### config.mk
export PLATFORM = sky130hd
export DESIGN_NAME = uart_tx_arbiter_flat
export DESIGN_NICKNAME = d
export VERILOG_FILES = /design/src/rtl/uart_tx_arbiter_pkg.sv /design/src/rtl/uart_tx_arbiter_if.sv /design/src/rtl/uart_tx_arbiter_rr_pick.sv /design/src/rtl/uart_tx_arbiter.sv /design/src/flat_wrapper.sv
export SDC_FILE = /design/constraint.sdc
export NUM_CORES = 1
export LEC_CHECK = 0
export ABC_AREA = 1
export CORE_MARGIN = 2
export CORE_UTILIZATION = 45
export DETAILED_ROUTE_END_ITERATION = 6
export MAX_ROUTING_LAYER = met4
export PLACE_DENSITY = 0.8
export SYNTH_ARGS = -nofsm -noshare
export SYNTH_HDL_FRONTEND = slang
export SYNTH_SLANG_ARGS = --single-unit
### constraint.sdc
create_clock -name clk -period 2.15 [get_ports clk]
set_clock_uncertainty 0.1 [all_clocks]
set_input_delay 0.3225 -clock clk [delete_from_list [all_inputs] [get_ports clk]]
set_output_delay 0.3225 -clock clk [all_outputs]
set_load 0.005 [all_outputs]
### src/rtl/uart_tx_arbiter_pkg.sv
// Shared types for the UART TX arbiter: FSM state encoding and default start-wait bound.
// Optional forced-release feature elsewhere is controlled by UART_ARB_TIMEOUT_EN.
package uart_arb_pkg;

    typedef enum logic [2:0] {
        IDLE    = 3'd0,
        LOCKED  = 3'd1,
        START   = 3'd2,
        WAIT_HI = 3'd3,
        WAIT_LO = 3'd4
    } arb_state_t;

    localparam int BUSY_WAIT_MAX_DEF = 16;

endpackage

### src/rtl/uart_tx_arbiter_if.sv
// Requester and transmitter signals of the UART TX arbiter; master = arbiter side.
// arb_timeout exists only when UART_ARB_TIMEOUT_EN is defined.
interface uart_tx_arbiter_if #(
    parameter int NUM_REQ = 3
);
    localparam int REQ_W = $clog2(NUM_REQ);

    // Requester handshake: a byte transfers in a cycle where req_valid[i] and req_ready[i] are both high;
    // req_data/req_last stay stable while req_valid is high and req_ready is low.
    logic [NUM_REQ-1:0]   req_valid;
    logic [8*NUM_REQ-1:0] req_data;
    logic [NUM_REQ-1:0]   req_last;
    logic [NUM_REQ-1:0]   req_ready;
    logic [7:0]           tx_data;
    logic                 tx_start;
    logic                 tx_busy;
    logic                 grant_valid;
    logic [REQ_W-1:0]     grant_id;
    logic                 start_lost;
`ifdef UART_ARB_TIMEOUT_EN
    logic                 arb_timeout;
`endif

    modport master (
        input  req_valid, req_data, req_last, tx_busy,
        output req_ready, tx_data, tx_start, grant_valid, grant_id, start_lost
`ifdef UART_ARB_TIMEOUT_EN
        , output arb_timeout
`endif
    );

    modport slave (
        output req_valid, req_data, req_last, tx_busy,
        input  req_ready, tx_data, tx_start, grant_valid, grant_id, start_lost
`ifdef UART_ARB_TIMEOUT_EN
        , input arb_timeout
`endif
    );

endinterface

### src/rtl/uart_tx_arbiter_rr_pick.sv
// Combinational round-robin picker: first set request strictly after ptr_i, with wrap-around.
module rr_pick #(
    parameter int N = 3
) (
    input  logic [N-1:0]         req_i,
    input  logic [$clog2(N)-1:0] ptr_i,
    output logic [$clog2(N)-1:0] idx_o,
    output logic                 found_o
);
    localparam int W = $clog2(N);

    // Scan from farthest to nearest so the nearest requester after ptr_i wins.
    always_comb begin
        idx_o   = '0;
        found_o = 1'b0;
        for (int k = N; k >= 1; k--) begin
            int j;
            j = int'(ptr_i) + k;
            if (j >= N) j = j - N;
            if (req_i[j]) begin
                idx_o   = W'(j);
                found_o = 1'b1;
            end
        end
    end

endmodule

### src/rtl/uart_tx_arbiter.sv
// Message-granular round-robin sharing of one UART transmitter among NUM_REQ byte streams.
// Define UART_ARB_TIMEOUT_EN to force release of a grant idle for TIMEOUT_CYCLES.
module uart_tx_arbiter
    import uart_arb_pkg::*;
#(
    parameter int NUM_REQ        = 3,
    parameter int BUSY_WAIT_MAX  = BUSY_WAIT_MAX_DEF,
    parameter int TIMEOUT_CYCLES = 1_000_000
) (
    input  logic               clk,
    input  logic               rst,
    uart_tx_arbiter_if.master  bus,
    output arb_state_t         state_o
);
    localparam int REQ_W = $clog2(NUM_REQ);
    localparam int BW_W  = $clog2(BUSY_WAIT_MAX + 1);

    arb_state_t         state_q;
    logic [REQ_W-1:0]   gid_q;
    logic [REQ_W-1:0]   rr_q;
    logic               gv_q;
    logic               tx_start_q;
    logic               last_q;
    logic               lost_q;
    logic [7:0]         tx_data_q;
    logic [BW_W-1:0]    bw_cnt_q;
    logic [REQ_W-1:0]   pick_idx;
    logic               pick_found;
    logic               accept;
    logic [NUM_REQ-1:0] ready_d;
`ifdef UART_ARB_TIMEOUT_EN
    localparam int TO_W = $clog2(TIMEOUT_CYCLES + 1);
    logic [TO_W-1:0]    to_cnt_q;
    logic               arb_to_q;
`endif

    rr_pick #(.N(NUM_REQ)) u_pick (
        .req_i   (bus.req_valid),
        .ptr_i   (rr_q),
        .idx_o   (pick_idx),
        .found_o (pick_found)
    );

    // Only one byte in flight: accept only in LOCKED and only while the transmitter is idle.
    assign accept = (state_q == LOCKED) && bus.req_valid[gid_q] && !bus.tx_busy;

    always_comb begin
        ready_d = '0;
        if (accept) ready_d[gid_q] = 1'b1;
    end

    always_ff @(posedge clk) begin
        if (rst) begin
            state_q    <= IDLE;
            gid_q      <= '0;
            rr_q       <= REQ_W'(NUM_REQ - 1);
            gv_q       <= 1'b0;
            tx_start_q <= 1'b0;
            last_q     <= 1'b0;
            lost_q     <= 1'b0;
            tx_data_q  <= '0;
            bw_cnt_q   <= '0;
`ifdef UART_ARB_TIMEOUT_EN
            to_cnt_q   <= '0;
            arb_to_q   <= 1'b0;
`endif
        end else begin
            tx_start_q <= 1'b0;
            lost_q     <= 1'b0;
`ifdef UART_ARB_TIMEOUT_EN
            arb_to_q   <= 1'b0;
`endif
            case (state_q)
                IDLE: begin
                    if (pick_found) begin
                        gid_q   <= pick_idx;
                        gv_q    <= 1'b1;
                        state_q <= LOCKED;
`ifdef UART_ARB_TIMEOUT_EN
                        to_cnt_q <= '0;
`endif
                    end
                end
                LOCKED: begin
                    if (accept) begin
                        tx_data_q  <= bus.req_data[8*gid_q +: 8];
                        last_q     <= bus.req_last[gid_q];
                        tx_start_q <= 1'b1;
                        state_q    <= START;
`ifdef UART_ARB_TIMEOUT_EN
                        to_cnt_q   <= '0;
                    end else if (!bus.req_valid[gid_q]) begin
                        if (to_cnt_q == TO_W'(TIMEOUT_CYCLES - 1)) begin
                            to_cnt_q <= '0;
                            arb_to_q <= 1'b1;
                            rr_q     <= gid_q;
                            gv_q     <= 1'b0;
                            state_q  <= IDLE;
                        end else begin
                            to_cnt_q <= to_cnt_q + 1'b1;
                        end
`endif
                    end
                end
                START: begin
                    bw_cnt_q <= '0;
                    state_q  <= WAIT_HI;
                end
                WAIT_HI: begin
                    if (bus.tx_busy) begin
                        state_q <= WAIT_LO;
                    end else if (bw_cnt_q == BW_W'(BUSY_WAIT_MAX - 1)) begin
                        // Lost start: byte counts as sent and busy is already low.
                        lost_q <= 1'b1;
                        if (last_q) begin
                            rr_q    <= gid_q;
                            gv_q    <= 1'b0;
                            state_q <= IDLE;
                        end else begin
                            state_q <= LOCKED;
                        end
                    end else begin
                        bw_cnt_q <= bw_cnt_q + 1'b1;
                    end
                end
                WAIT_LO: begin
                    if (!bus.tx_busy) begin
                        if (last_q) begin
                            rr_q    <= gid_q;
                            gv_q    <= 1'b0;
                            state_q <= IDLE;
                        end else begin
                            state_q <= LOCKED;
                        end
                    end
                end
                default: state_q <= IDLE;
            endcase
        end
    end

    assign bus.req_ready   = ready_d;
    assign bus.tx_data     = tx_data_q;
    assign bus.tx_start    = tx_start_q;
    assign bus.grant_valid = gv_q;
    assign bus.grant_id    = gid_q;
    assign bus.start_lost  = lost_q;
`ifdef UART_ARB_TIMEOUT_EN
    assign bus.arb_timeout = arb_to_q;
`endif
    assign state_o         = state_q;

endmodule

### src/flat_wrapper.sv
// flat-port wrapper written by rule: the top's interface ports become plain ports
module uart_tx_arbiter_flat import uart_arb_pkg::*;
#(
    parameter int NUM_REQ        = 3,
    parameter int BUSY_WAIT_MAX  = BUSY_WAIT_MAX_DEF,
    parameter int TIMEOUT_CYCLES = 1_000_000
)
  (clk, rst, state_o, bus_req_valid, bus_req_data, bus_req_last, bus_tx_busy, bus_req_ready, bus_tx_data, bus_tx_start, bus_grant_valid, bus_grant_id, bus_start_lost);
  uart_tx_arbiter_if #(.NUM_REQ(NUM_REQ)) bus_i ();
  input  logic clk;
  input  logic rst;
  output arb_state_t state_o;
  input wire logic [$bits(bus_i.req_valid)-1:0] bus_req_valid;
  input wire logic [$bits(bus_i.req_data)-1:0] bus_req_data;
  input wire logic [$bits(bus_i.req_last)-1:0] bus_req_last;
  input wire logic [$bits(bus_i.tx_busy)-1:0] bus_tx_busy;
  output wire logic [$bits(bus_i.req_ready)-1:0] bus_req_ready;
  output wire logic [$bits(bus_i.tx_data)-1:0] bus_tx_data;
  output wire logic [$bits(bus_i.tx_start)-1:0] bus_tx_start;
  output wire logic [$bits(bus_i.grant_valid)-1:0] bus_grant_valid;
  output wire logic [$bits(bus_i.grant_id)-1:0] bus_grant_id;
  output wire logic [$bits(bus_i.start_lost)-1:0] bus_start_lost;
  assign bus_i.req_valid = bus_req_valid;
  assign bus_i.req_data = bus_req_data;
  assign bus_i.req_last = bus_req_last;
  assign bus_i.tx_busy = bus_tx_busy;
  assign bus_req_ready = bus_i.req_ready;
  assign bus_tx_data = bus_i.tx_data;
  assign bus_tx_start = bus_i.tx_start;
  assign bus_grant_valid = bus_i.grant_valid;
  assign bus_grant_id = bus_i.grant_id;
  assign bus_start_lost = bus_i.start_lost;
  uart_tx_arbiter #(.NUM_REQ(NUM_REQ), .BUSY_WAIT_MAX(BUSY_WAIT_MAX), .TIMEOUT_CYCLES(TIMEOUT_CYCLES)) u_core (.clk(clk), .rst(rst), .bus(bus_i), .state_o(state_o));
endmodule
* Yosys cells after proc, flatten, opt, wreduce, memory -nomap -nowiden
Cells that the tools add are included.
** Word-level totals
- Logic and storage cells :: 103
- Bits in registers :: 24
- Input bits :: 33
- Output and inout port bits :: 19
** Operators by class
- Equal/unequal tests :: 12
- Add/subtract/negate cells :: 7
- Shift-type cells :: 1
- Mux-type cells :: 48
- Reductions and logical operators :: 16
- Bitwise logic cells :: 2
- Magnitude comparators :: 8
** Operators with widths (count)
- 32-bit by 4-bit less-than comparator with 1-bit output, second input constant :: 3
- 32-bit two-way mux :: 3
- 32-bit by 3-bit greater-or-equal comparator with 1-bit output, second input constant :: 1
- 32-bit by 3-bit subtractor with 32-bit output, second input constant :: 1
- 24-bit by 6-bit variable part select with 8-bit output :: 1
- 1-bit two-way mux :: 20
- 3-bit two-way mux :: 6
- 3-bit case mux with 5 select lines :: 1
- 2-bit two-way mux :: 7
- 1-bit binary-select mux with 2-bit select :: 5
- 5-bit two-way mux :: 2
- 5-bit case mux with 2 select lines :: 1
- 4-bit AND reduction :: 2
- 3-bit by 2-bit subtractor with 4-bit output, second input constant :: 2
- 2-bit by 2-bit adder with 3-bit output, second input constant :: 2
- 3-bit by 2-bit equality test with 1-bit output, second input constant :: 2
- 3-bit by 2-bit greater-or-equal comparator with 1-bit output, second input constant :: 2
- 2-bit by 1-bit != test with 1-bit output, second input constant :: 3
- 2-bit != test, second input constant :: 3
- 5-bit by 1-bit adder with 5-bit output, second input constant :: 1
- 5-bit by 4-bit equality test with 1-bit output, second input constant :: 1
- 5-bit AND reduction :: 1
- 2-bit case mux with 2 select lines :: 1
- 2-bit AND reduction :: 2
- other kinds (17) :: 21

* Depth between registers and ports, before layout
Gate-level depths: netlist (run 1).
- Depth after elaboration :: 11
- Gate-level depth with buffers :: 12
- Depth with buffers taken out :: 12

* Hierarchy
Synthesis (run 1) repeated with hierarchy kept, for this count alone.
** Unflattened totals
- Cell total of the unflattened synthesis :: 233
- Area total of the unflattened synthesis :: 1496.4 um2
** By module, submodules not included
- uart_tx_arbiter :: cells each 199, instances 1, area an instance 1317.5 um2, sequential area each 480.5 um2
- rr_pick :: cells each 34, instances 1, area an instance 178.9 um2, sequential area each 0.0 um2

* Worst setup path before layout (run 1)
Ideal clock, no wire load.
- Path type :: register -> register
- From :: register u_core.rr_q[0]
- To :: register u_core.state_q[1] (netlist: u_core.state_o[1])
- Required time :: 1935 ps
- Clock period less this slack :: 1704 ps
- Stages on the path, launching flop included :: 11
- Path buffers :: 0
- Data arrival time :: 1489 ps
- Library setup time :: 115 ps
- Setup slack :: 446 ps
- Cell sequence :: dfxtp_1 > inv_1 > ha_1 > inv_1 > nand2_1 > nand3b_1 > nand2_1 > nor2_2 > nand3_2 > a21oi_1 > nor2_1
** Between the ends
- Longest elaborated chain between the ends :: 11
- Elaborated cells on any way between the ends :: 26
- Classes of those cells :: add/sub (6); order compare (3); eq/ne (1); mux (15); reduce/logical (1)
** Ends and longest elaborated chain
- from (decl) :: line uart_tx_arbiter.sv:20 : logic [REQ_W-1:0] rr_q;
- from (signal assigned) :: line uart_tx_arbiter.sv:56 : rr_q <= REQ_W'(NUM_REQ - 1);
- from (signal assigned) :: line uart_tx_arbiter.sv:116 : rr_q <= gid_q;
- from (signal assigned) :: line uart_tx_arbiter.sv:129 : rr_q <= gid_q;
- 2-bit by 2-bit adder with 3-bit output :: line uart_tx_arbiter_rr_pick.sv:18 : j = int'(ptr_i) + k;
- 32-bit by 3-bit subtractor with 32-bit output / 32-bit by 3-bit greater-or-equal comparator with 1-bit output (equally long branches) :: line uart_tx_arbiter_rr_pick.sv:19 : if (j >= N) j = j - N;
- 32-bit two-way mux :: line uart_tx_arbiter_rr_pick.sv:19
- 1-bit binary-select mux with 2-bit select :: line uart_tx_arbiter_rr_pick.sv:20 : if (req_i[j]) begin
- 1-bit two-way mux (not written as such) (2 in a row) :: line uart_tx_arbiter_rr_pick.sv:20
- 1-bit two-way mux (2 in a row) :: line uart_tx_arbiter_rr_pick.sv:20
- 1-bit two-way mux (*) :: line uart_tx_arbiter_rr_pick.sv:20
- 2-bit by 1-bit != test with 1-bit output (no source line) (*)
- 4-bit AND reduction (no source line) (*)
- to (signal assigned) :: line uart_tx_arbiter.sv:54 : state_q <= IDLE;
- to (signal assigned) :: line uart_tx_arbiter.sv:78 : state_q <= LOCKED;
- to (signal assigned) :: line uart_tx_arbiter.sv:89 : state_q <= START;
- to (decl) :: line uart_tx_arbiter.sv:18 : arb_state_t state_q;
Mark *: on every way between the ends. The rest lies on a longest branch, timed or not. The select of a mux whose other input is x is not followed.
A chain may end at the register's enable or synchronous reset.

* Worst setup path in the final report (run 1)
- From :: register u_core.state_q[2] (netlist: u_core.state_o[2])
- To :: output port bus_req_ready[1]
** Between the ends
- Longest elaborated chain between the ends :: 4
** Ends and longest elaborated chain
- 3-bit by 1-bit equality test with 1-bit output :: line uart_tx_arbiter.sv:45 : assign accept = (state_q == LOCKED) && bus.req_valid[gid_q] && !bus.tx_busy;
- 1-bit logical AND (2 in a row) :: line uart_tx_arbiter.sv:45
- 3-bit two-way mux :: line uart_tx_arbiter.sv:49 : if (accept) ready_d[gid_q] = 1'b1;
- to (decl) :: line flat_wrapper.sv:17 : output wire logic [$bits(bus_i.req_ready)-1:0] bus_req_ready;
No other way between the ends.

==> flow_summary.yaml, run 1 <==
sta:
  setup_viol: 0
  rsz0062_at_grt: "false"
  final.setup.tns_ps: 0
  period_needed_ps: 1950
  fin_crit_sh_pct: 90.8
  slew_viol_final: 0
  timing_hold_violations_final: 0
  fin_hold_ws_ps: 365
  max-slew-margin-rel_pct: 79.7
  worstMarginPinSlew_ps: 304
  max_freq_ghz: 0.512
placement:
  dpl.cell_count: 325
  gp_congestion: 0.944
  dp_hpwl_um: 2890
  numPortBuffers: 51
  placed_cell_area_mm2: 0.00206
synth:
  yosys_warnings: 0
  synth_seq_cells: 24
  syn_nets: 266
  synth_top_area_share_pct: 32.5
  ys_top_cells_by_area: "dfxtp_1, nand2_1, nor2_1"
  synth_common_cells: "nand2_1, nor2_1, dfxtp_1, inv_1, nand3_1"
  yosysUniqueCellTypes: 29
  synth_edf_count: 0
  yosysMostFrequentCell: "nand2_1"
  postSynthCellCount: 228
  synth-seq-area-share_pct: 32.5
  ys_async_sr_fraction_pct: 0
  synth-main-ff-cell: "dfxtp_1"
  synth_top_area_cell: "dfxtp_1"
  syn_area_per_cell_um2: 6.48
  syn-cell-area_mm2: 0.00148
grt:
  grt.total_usage_pct: 23.4
  grt_max_degree: 19
  first_global_vias: 1570
  grt-ovfl-total: 0
  grt_pass1_wl_um: 6450
  antenna_found_initial: 0
outcome:
  status: "completed"
clock_tree:
  cts_inserted_buffers: 3
  clock-sinks: 24
  worstSkewPairLatency_ps: 320
  clk_pin_slew_worst_paths_ps: 140
  ctsRootBufferMaster: "clkbuf_4"
  cts_tree: "built"
  hold_buffers: 0
  clockBufferDepth: 2
  htree_num_levels: 1
detailed_routing:
  wirelength_um: 3690
  vias: 1648
  wl_per_cell_um: 11.1
  drc_errors: 0
  initialDrtViolationCount: 88
  via_per_inst: 4.96
  firstDrtPassIters: 4
  ant_nets: 0
critical_path:
  crit_path_start: "u_core.state_o[2]"
  crit_buf_inv: 3
  path_class: "reg2out"
  worstPathMaxFanout: 4
  endpoint_kind: "primary output"
  crit_path_start_kind: "register"
  required_ps: 1730
  cp.arrival_ps: 1530
  reg2reg_slack_ps: 210
  cp_top_family: "buffers and inverters"
  r2r_start: "u_core.rr_q[0]"
  slowest_delay_ps: 340
  cp_cell_sequence: "inv_1 > nand3_1 > nor2_1 > buf_4 > nand2_4 > nor3_1 > dlygate4sd2_1"
  cp_slowest_cell: "dfxtp_1"
floorplan:
  die_h_um: 61.3
  core_mm2: 0.00308
  ios: 52
  die_area_mm2: 0.00376
  start_util_pct: 48.0
  fp-row-count: 20
  die_w_um: 61.3
layout:
  nFillCells: 280
  synthToLayoutAreaGrowth_pct: 44.8
  num_antenna_cells: 0
  final_cell_area_mm2: 0.00214
  fin_nets: 327
  fin_cells: 332
  drive_gt1_share_pct: 11.1
min_path:
  hp-start: "u_core.bus.grant_valid"
  hp-class: "reg2reg"
flow_run:
  cap_violations: 0
power_and_ir_drop:
  p_per_area_mw_per_mm2: 832
  finalPower_mw: 1.78
  ir_drop_v: 0.000497
  p_leak_nw: 1.01
## metal layers
metal	vias to the layer above	track usage, %	part of all wire, %
met5	-	-	0
met2	48	38.9	47
li1	852	-	-
met1	743	28.1	47
met4	0	7.14	0.95
met3	5	5.46	5.4
## logic make-up after synthesis
logic type               after synthesis  share of synthesized area [%]
buffers and inverters                 31                           8.73
AND/OR/NAND/NOR                      133                           40.4
flip-flops                            24                           32.5
AO/OA/AOI/OAI                         35                           14.1
adder cells (fa/ha/maj)                5                           4.24
## flip-flops by register name, summed over array words and instances, names as in the netlist
name / cells
u_core.bus.tx_data: 8
u_core.bw_cnt_q: 5
u_core.state_o: 3
u_core.bus.grant_id: 2
u_core.rr_q: 2
u_core.bus.grant_valid: 1
u_core.bus.start_lost: 1
u_core.bus.tx_start: 1
u_core.last_q: 1
## worst reg2reg max path, stage by stage (launching register included)
cell	delay, ps
dfxtp_1	410
inv_1	90
ha_1	390
inv_1	100
nand3_1	150
nand2_1	100
nor2_2	150
nand2_1	90
nand2_1	100
nand2_1	60
nand2_1	50
nor2_1	50
## path summary, 6_finish.rpt
path         cells after the start                endpoint
max                              7        bus_req_ready[1]
min                              2  u_core.bus.grant_valid
min reg2reg                      2  u_core.bus.grant_valid
max reg2reg                     11  u_core.bus.grant_id[0]
## stage by stage
| stage | setup WS [ps] | utilization [%] |
|---|---|---|
| 2_1_floorplan | 446 | - |
| 3_3_place_gp | -8.70 | 66.9 |
| 3_5_place_dp | -70.5 | 66.9 |
| 4_1_cts | 159 | 69.5 |
| 5_1_grt | 23.3 | 69.5 |
| 6_report | 198 | 69.5 |
## layout make-up
| type | count | area (µm²) | share of cell area, % |
|---|---|---|---|
| inverters | 28 | 108 | 5.03 |
| clock buffers | 3 | 22.5 | 1.05 |
| multi-input cells | 173 | 867 | 40.6 |
| clock inverters | 1 | 30.0 | 1.40 |
| repair buffers | 59 | 567 | 26.5 |
| flip-flops and latches | 24 | 489 | 22.9 |
| well taps | 44 | 55.1 | 2.57 |
## placed cells by master (no fill, tap or decap), types with 5 or more instances in the layout
cell and n:
nand2_1 63, clkdlybuf4s50_1 48, nor2_1 32, inv_1 24, dfxtp_1 21, nand3_1 19
a21oi_1 14, o21ai_0 10, buf_4 8, nor3_1 5, ha_1 5
## power breakdown
part / leakage [nW] / switching, mW / internal [mW]
logic: 0.786 / 0.449 / 0.396
registers: 0.197 / 0.0701 / 0.534
clock network: 0.0279 / 0.142 / 0.188
## what timing repair did
item / CTS / global route
resized for setup: 8 / 0
endpoints found under the setup margin: 3 / 0
buffers inserted: 3 / 0
Power figures use the tool's default switching activity.
==> run 2, diff against run 1 <==
- SKIP_CTS_REPAIR_TIMING: default -> 1
==> run 2 against run 1 <==
Final area increased by 0.18%. Routed wire length decreased by 0.70%. Core utilization increased by 0.12 points. Critical path depth increased by 4. First-iteration DRC count increased by 11%. Die area unchanged. Critical endpoint is now u_core.bus.grant_id[0].
==> flow_summary.yaml, run 2 (synthesis results as in run 1) <==
grt:
  grt_max_degree: 19
  first_global_vias: 1551
  antenna_found_initial: 0
  grt-ovfl-total: 0
  grt_pass1_wl_um: 6410
  grt.total_usage_pct: 23.3
sta:
  period_needed_ps: 1930
  max_freq_ghz: 0.519
  setup_ws_ps: 224
  fin_hold_ws_ps: 363
  slew_viol_final: 0
  worstMarginPinSlew_ps: 303
  final.setup.tns_ps: 0
  rsz0062_at_grt: "false"
  fin_crit_sh_pct: 89.6
  setup_viol: 0
  max-slew-margin-rel_pct: 79.7
  timing_hold_violations_final: 0
min_path:
  worst_hold_path.endpoint: "u_core.bus.grant_valid"
  min_path_cells: 2
  hp-start: "u_core.bus.grant_valid"
  hp-class: "reg2reg"
critical_path:
  r2r_start: "u_core.rr_q[0]"
  worstPathMaxFanout: 6
  timing.rr.end: "u_core.bus.grant_id[0]"
  endpoint_kind: "register"
  required_ps: 2280
  reg2reg_slack_ps: 220
  crit_path_start: "u_core.rr_q[0]"
  cp.arrival_ps: 2060
  path_class: "reg2reg"
  rr_worst_depth: 11
  crit_path_start_kind: "register"
floorplan:
  die_h_um: 61.3
  core_mm2: 0.00308
  ios: 52
  die_area_mm2: 0.00376
  fp-row-count: 20
  start_util_pct: 48.0
  die_w_um: 61.3
detailed_routing:
  wirelength_um: 3670
  drc_errors: 0
  initialDrtViolationCount: 98
  via_per_inst: 5.00
  wl_per_cell_um: 11.1
  ant_nets: 0
  vias: 1656
  firstDrtPassIters: 4
placement:
  numPortBuffers: 51
  dpl.cell_count: 325
  dp_hpwl_um: 2890
  pre_cts_ws_ps: -70.5
  gp_congestion: 0.944
clock_tree:
  clk_pin_slew_worst_paths_ps: 140
  worstSkewPairLatency_ps: 320
  clock-sinks: 24
  ctsRootBufferMaster: "clkbuf_4"
  htree_num_levels: 1
  cts_tree: "built"
  clockBufferDepth: 2
  cts_inserted_buffers: 3
power_and_ir_drop:
  p_leak_nw: 1.05
  p_per_area_mw_per_mm2: 828
  finalPower_mw: 1.77
  ir_drop_v: 0.000445
layout:
  synthToLayoutAreaGrowth_pct: 45.1
  final_cell_mix: "nand2_1, clkdlybuf4s50_1, nor2_1, inv_1, dfxtp_1"
  largest_reg_flops: 8
  num_antenna_cells: 0
  layout_commonest_cell: "nand2_1"
  fin_cells: 331
  drive_gt1_share_pct: 10.8
  fin_nets: 326
flow_run:
  cap_violations: 0
outcome:
  status: "completed"
[run 2: worst max-delay path by stage]
stage | depth (start not counted) | slack [ps] | end
floorplan | 10 | 450 | u_core.state_o[1]
global placement | 6 | -9 | bus_req_ready[1]
detailed placement | 6 | -70 | bus_req_ready[1]
CTS | 6 | -240 | bus_req_ready[1]
global route | 11 | 20 | u_core.state_o[1]
finish | 11 | 220 | u_core.bus.grant_id[0]
[run 2: where the power goes]
part	internal, mW	leakage, nW	switching [mW]
clock network	0.188	0.0279	0.142
logic	0.392	0.821	0.430
registers	0.535	0.197	0.0865
[run 2: layout make-up]
type                    count  area [µm²]
clock buffers               3        22.5
clock inverters             1        30.0
fillers                   279         936
inverters                  28         108
multi-input cells         173         867
flip-flops and latches     24         489
well taps                  44        55.1
repair buffers             58         571
[run 2: stage by stage]
stage | cell area (µm²) | util [%]
3_3_place_gp | 2060 | 66.9
6_report | 2140 | 69.6
4_1_cts | 2110 | 68.6
2_1_floorplan | 1480 | -
3_5_place_dp | 2060 | 66.9
5_1_grt | 2140 | 69.6
[run 2: critical path, cell delays in order (launching register included)]
cell and delay (ps):
dfxtp_1 410, inv_1 90, ha_1 390, inv_1 100
nand3_1 140, nand2_1 100, nor2_2 150, nand2_1 90
nand2_1 100, nand2_1 60, nand2_1 50, nor2_1 50
[run 2: metal layers]
| metal | vias to the layer above | part of all wire, % | GRT usage [%] |
|---|---|---|---|
| met4 | 0 | 0.95 | 7.14 |
| li1 | 849 | - | - |
| met5 | - | 0 | - |
| met2 | 60 | 47 | 38.4 |
| met3 | 5 | 6.5 | 5.46 |
| met1 | 742 | 46 | 28.1 |
==> run 3, diff against run 2 <==
- PLACE_DENSITY: 0.8 -> 0.9
==> run 3 against run 2 <==
Maximum frequency increased by 1.2%. Sequential power decreased by 0.8%. Critical path depth shrank 9. Hold slack got worse by 1.4 ps. Via count is 2.2% lower. Clock-buffer cell count unchanged. Critical path type is now reg2out.
==> flow_summary.yaml, run 3 (synthesis results as in run 1) <==
flow_run:
  cap_violations: 0
sta:
  worstMarginPinSlew_ps: 290
  max-slew-margin-rel_pct: 80.5
  slew_viol_final: 0
  timing_hold_violations_final: 0
  final.setup.tns_ps: 0
  fin_hold_ws_ps: 362
  setup_viol: 0
  period_needed_ps: 1900
  rsz0062_at_grt: "false"
  fin_crit_sh_pct: 88.5
  max_freq_ghz: 0.526
clock_tree:
  cts_tree: "built"
  clockBufferDepth: 2
  clk_pin_slew_worst_paths_ps: 140
  clock-sinks: 24
  worstSkewPairLatency_ps: 310
  cts_inserted_buffers: 3
  htree_num_levels: 1
  ctsRootBufferMaster: "clkbuf_4"
grt:
  grt-ovfl-total: 0
  grt.total_usage_pct: 20.8
  first_global_vias: 1484
  grt_pass1_wl_um: 5750
  antenna_found_initial: 0
  grt_max_degree: 19
detailed_routing:
  initialDrtViolationCount: 62
  drc_errors: 0
  ant_nets: 0
  wirelength_um: 3560
  wl_per_cell_um: 10.8
  firstDrtPassIters: 4
  vias: 1619
  via_per_inst: 4.91
critical_path:
  crit_path_start_kind: "register"
  required_ps: 1730
  cp_slowest_cell: "clkdlybuf4s50_1"
  path_class: "reg2out"
  endpoint_kind: "primary output"
  slowest_delay_ps: 510
  cp.arrival_ps: 1480
  worstPathMaxFanout: 7
  cp_cell_sequence: "buf_4 > clkdlybuf4s50_1"
layout:
  post-route-util_pct: 69.5
  final_cell_mix: "nand2_1, clkdlybuf4s50_1, nor2_1, inv_1, dfxtp_1"
  synthToLayoutAreaGrowth_pct: 44.9
  layout_commonest_cell: "nand2_1"
  largest_reg_flops: 8
  num_antenna_cells: 0
  fin_cells: 330
  fin_nets: 325
  drive_gt1_share_pct: 11.2
power_and_ir_drop:
  ir_drop_v: 0.000490
  p_per_area_mw_per_mm2: 815
  finalPower_mw: 1.74
  p_leak_nw: 1.04
floorplan:
  die_h_um: 61.3
  ios: 52
  fp-row-count: 20
  die_area_mm2: 0.00376
  start_util_pct: 48.0
  die_w_um: 61.3
  core_mm2: 0.00308
min_path:
  hp-class: "reg2reg"
placement:
  gp_congestion: 0.858
  dpl.cell_count: 326
  dp_hpwl_um: 2790
  numPortBuffers: 51
outcome:
  status: "completed"
## run 3: path summary, 6_finish.rpt
kind / to / start / slack, ps / depth (start not counted)
worst min register to register: u_core.bus.grant_valid / u_core.bus.grant_valid / 360 / 2
worst max-delay path: bus_grant_id[1] / u_core.bus.grant_id[1] / 250 / 2
worst max register to register: u_core.bus.grant_id[1] / u_core.rr_q[0] / 280 / 11
worst min-delay path: u_core.bus.grant_valid / u_core.bus.grant_valid / 360 / 2
## run 3: report_power, final
part | total [mW] | internal [mW] | switching, mW
clock network | 0.330 | 0.188 | 0.142
registers | 0.616 | 0.535 | 0.0814
logic | 0.797 | 0.371 | 0.426
total | 1.74 | 1.09 | 0.650
## run 3: critical path, delay by kind of cell, from the launching register on
family	cells	cell delay (ps)
buf+inv	2	710
flops	1	450
## run 3: through the flow
| stage | cell area (µm²) | setup slack (ps) |
|---|---|---|
| 2_1_floorplan | 1480 | 446 |
| 3_5_place_dp | 2070 | -50.7 |
| 3_3_place_gp | 2070 | -10.0 |
| 6_report | 2140 | 248 |
| 5_1_grt | 2140 | 53.6 |
| 4_1_cts | 2120 | -224 |
## run 3: layer usage
layer  track usage, %  vias up  routed length [µm]
met1             23.8      713                1600
met4             7.76        0                  33
met2             36.3       53                1720
li1                 -      849                   -
met3             3.36        4                 213
met5                -        -                   0
## run 3: layout make-up
type                       instances  area [µm²]
fill                             249         938
multi-input combinational        173         872
timing repair buffer              57         563
sequential                        24         489
inverter                          28         108
tap                               44        55.1
clock inverter                     1        30.0
clock buffer                       3        22.5
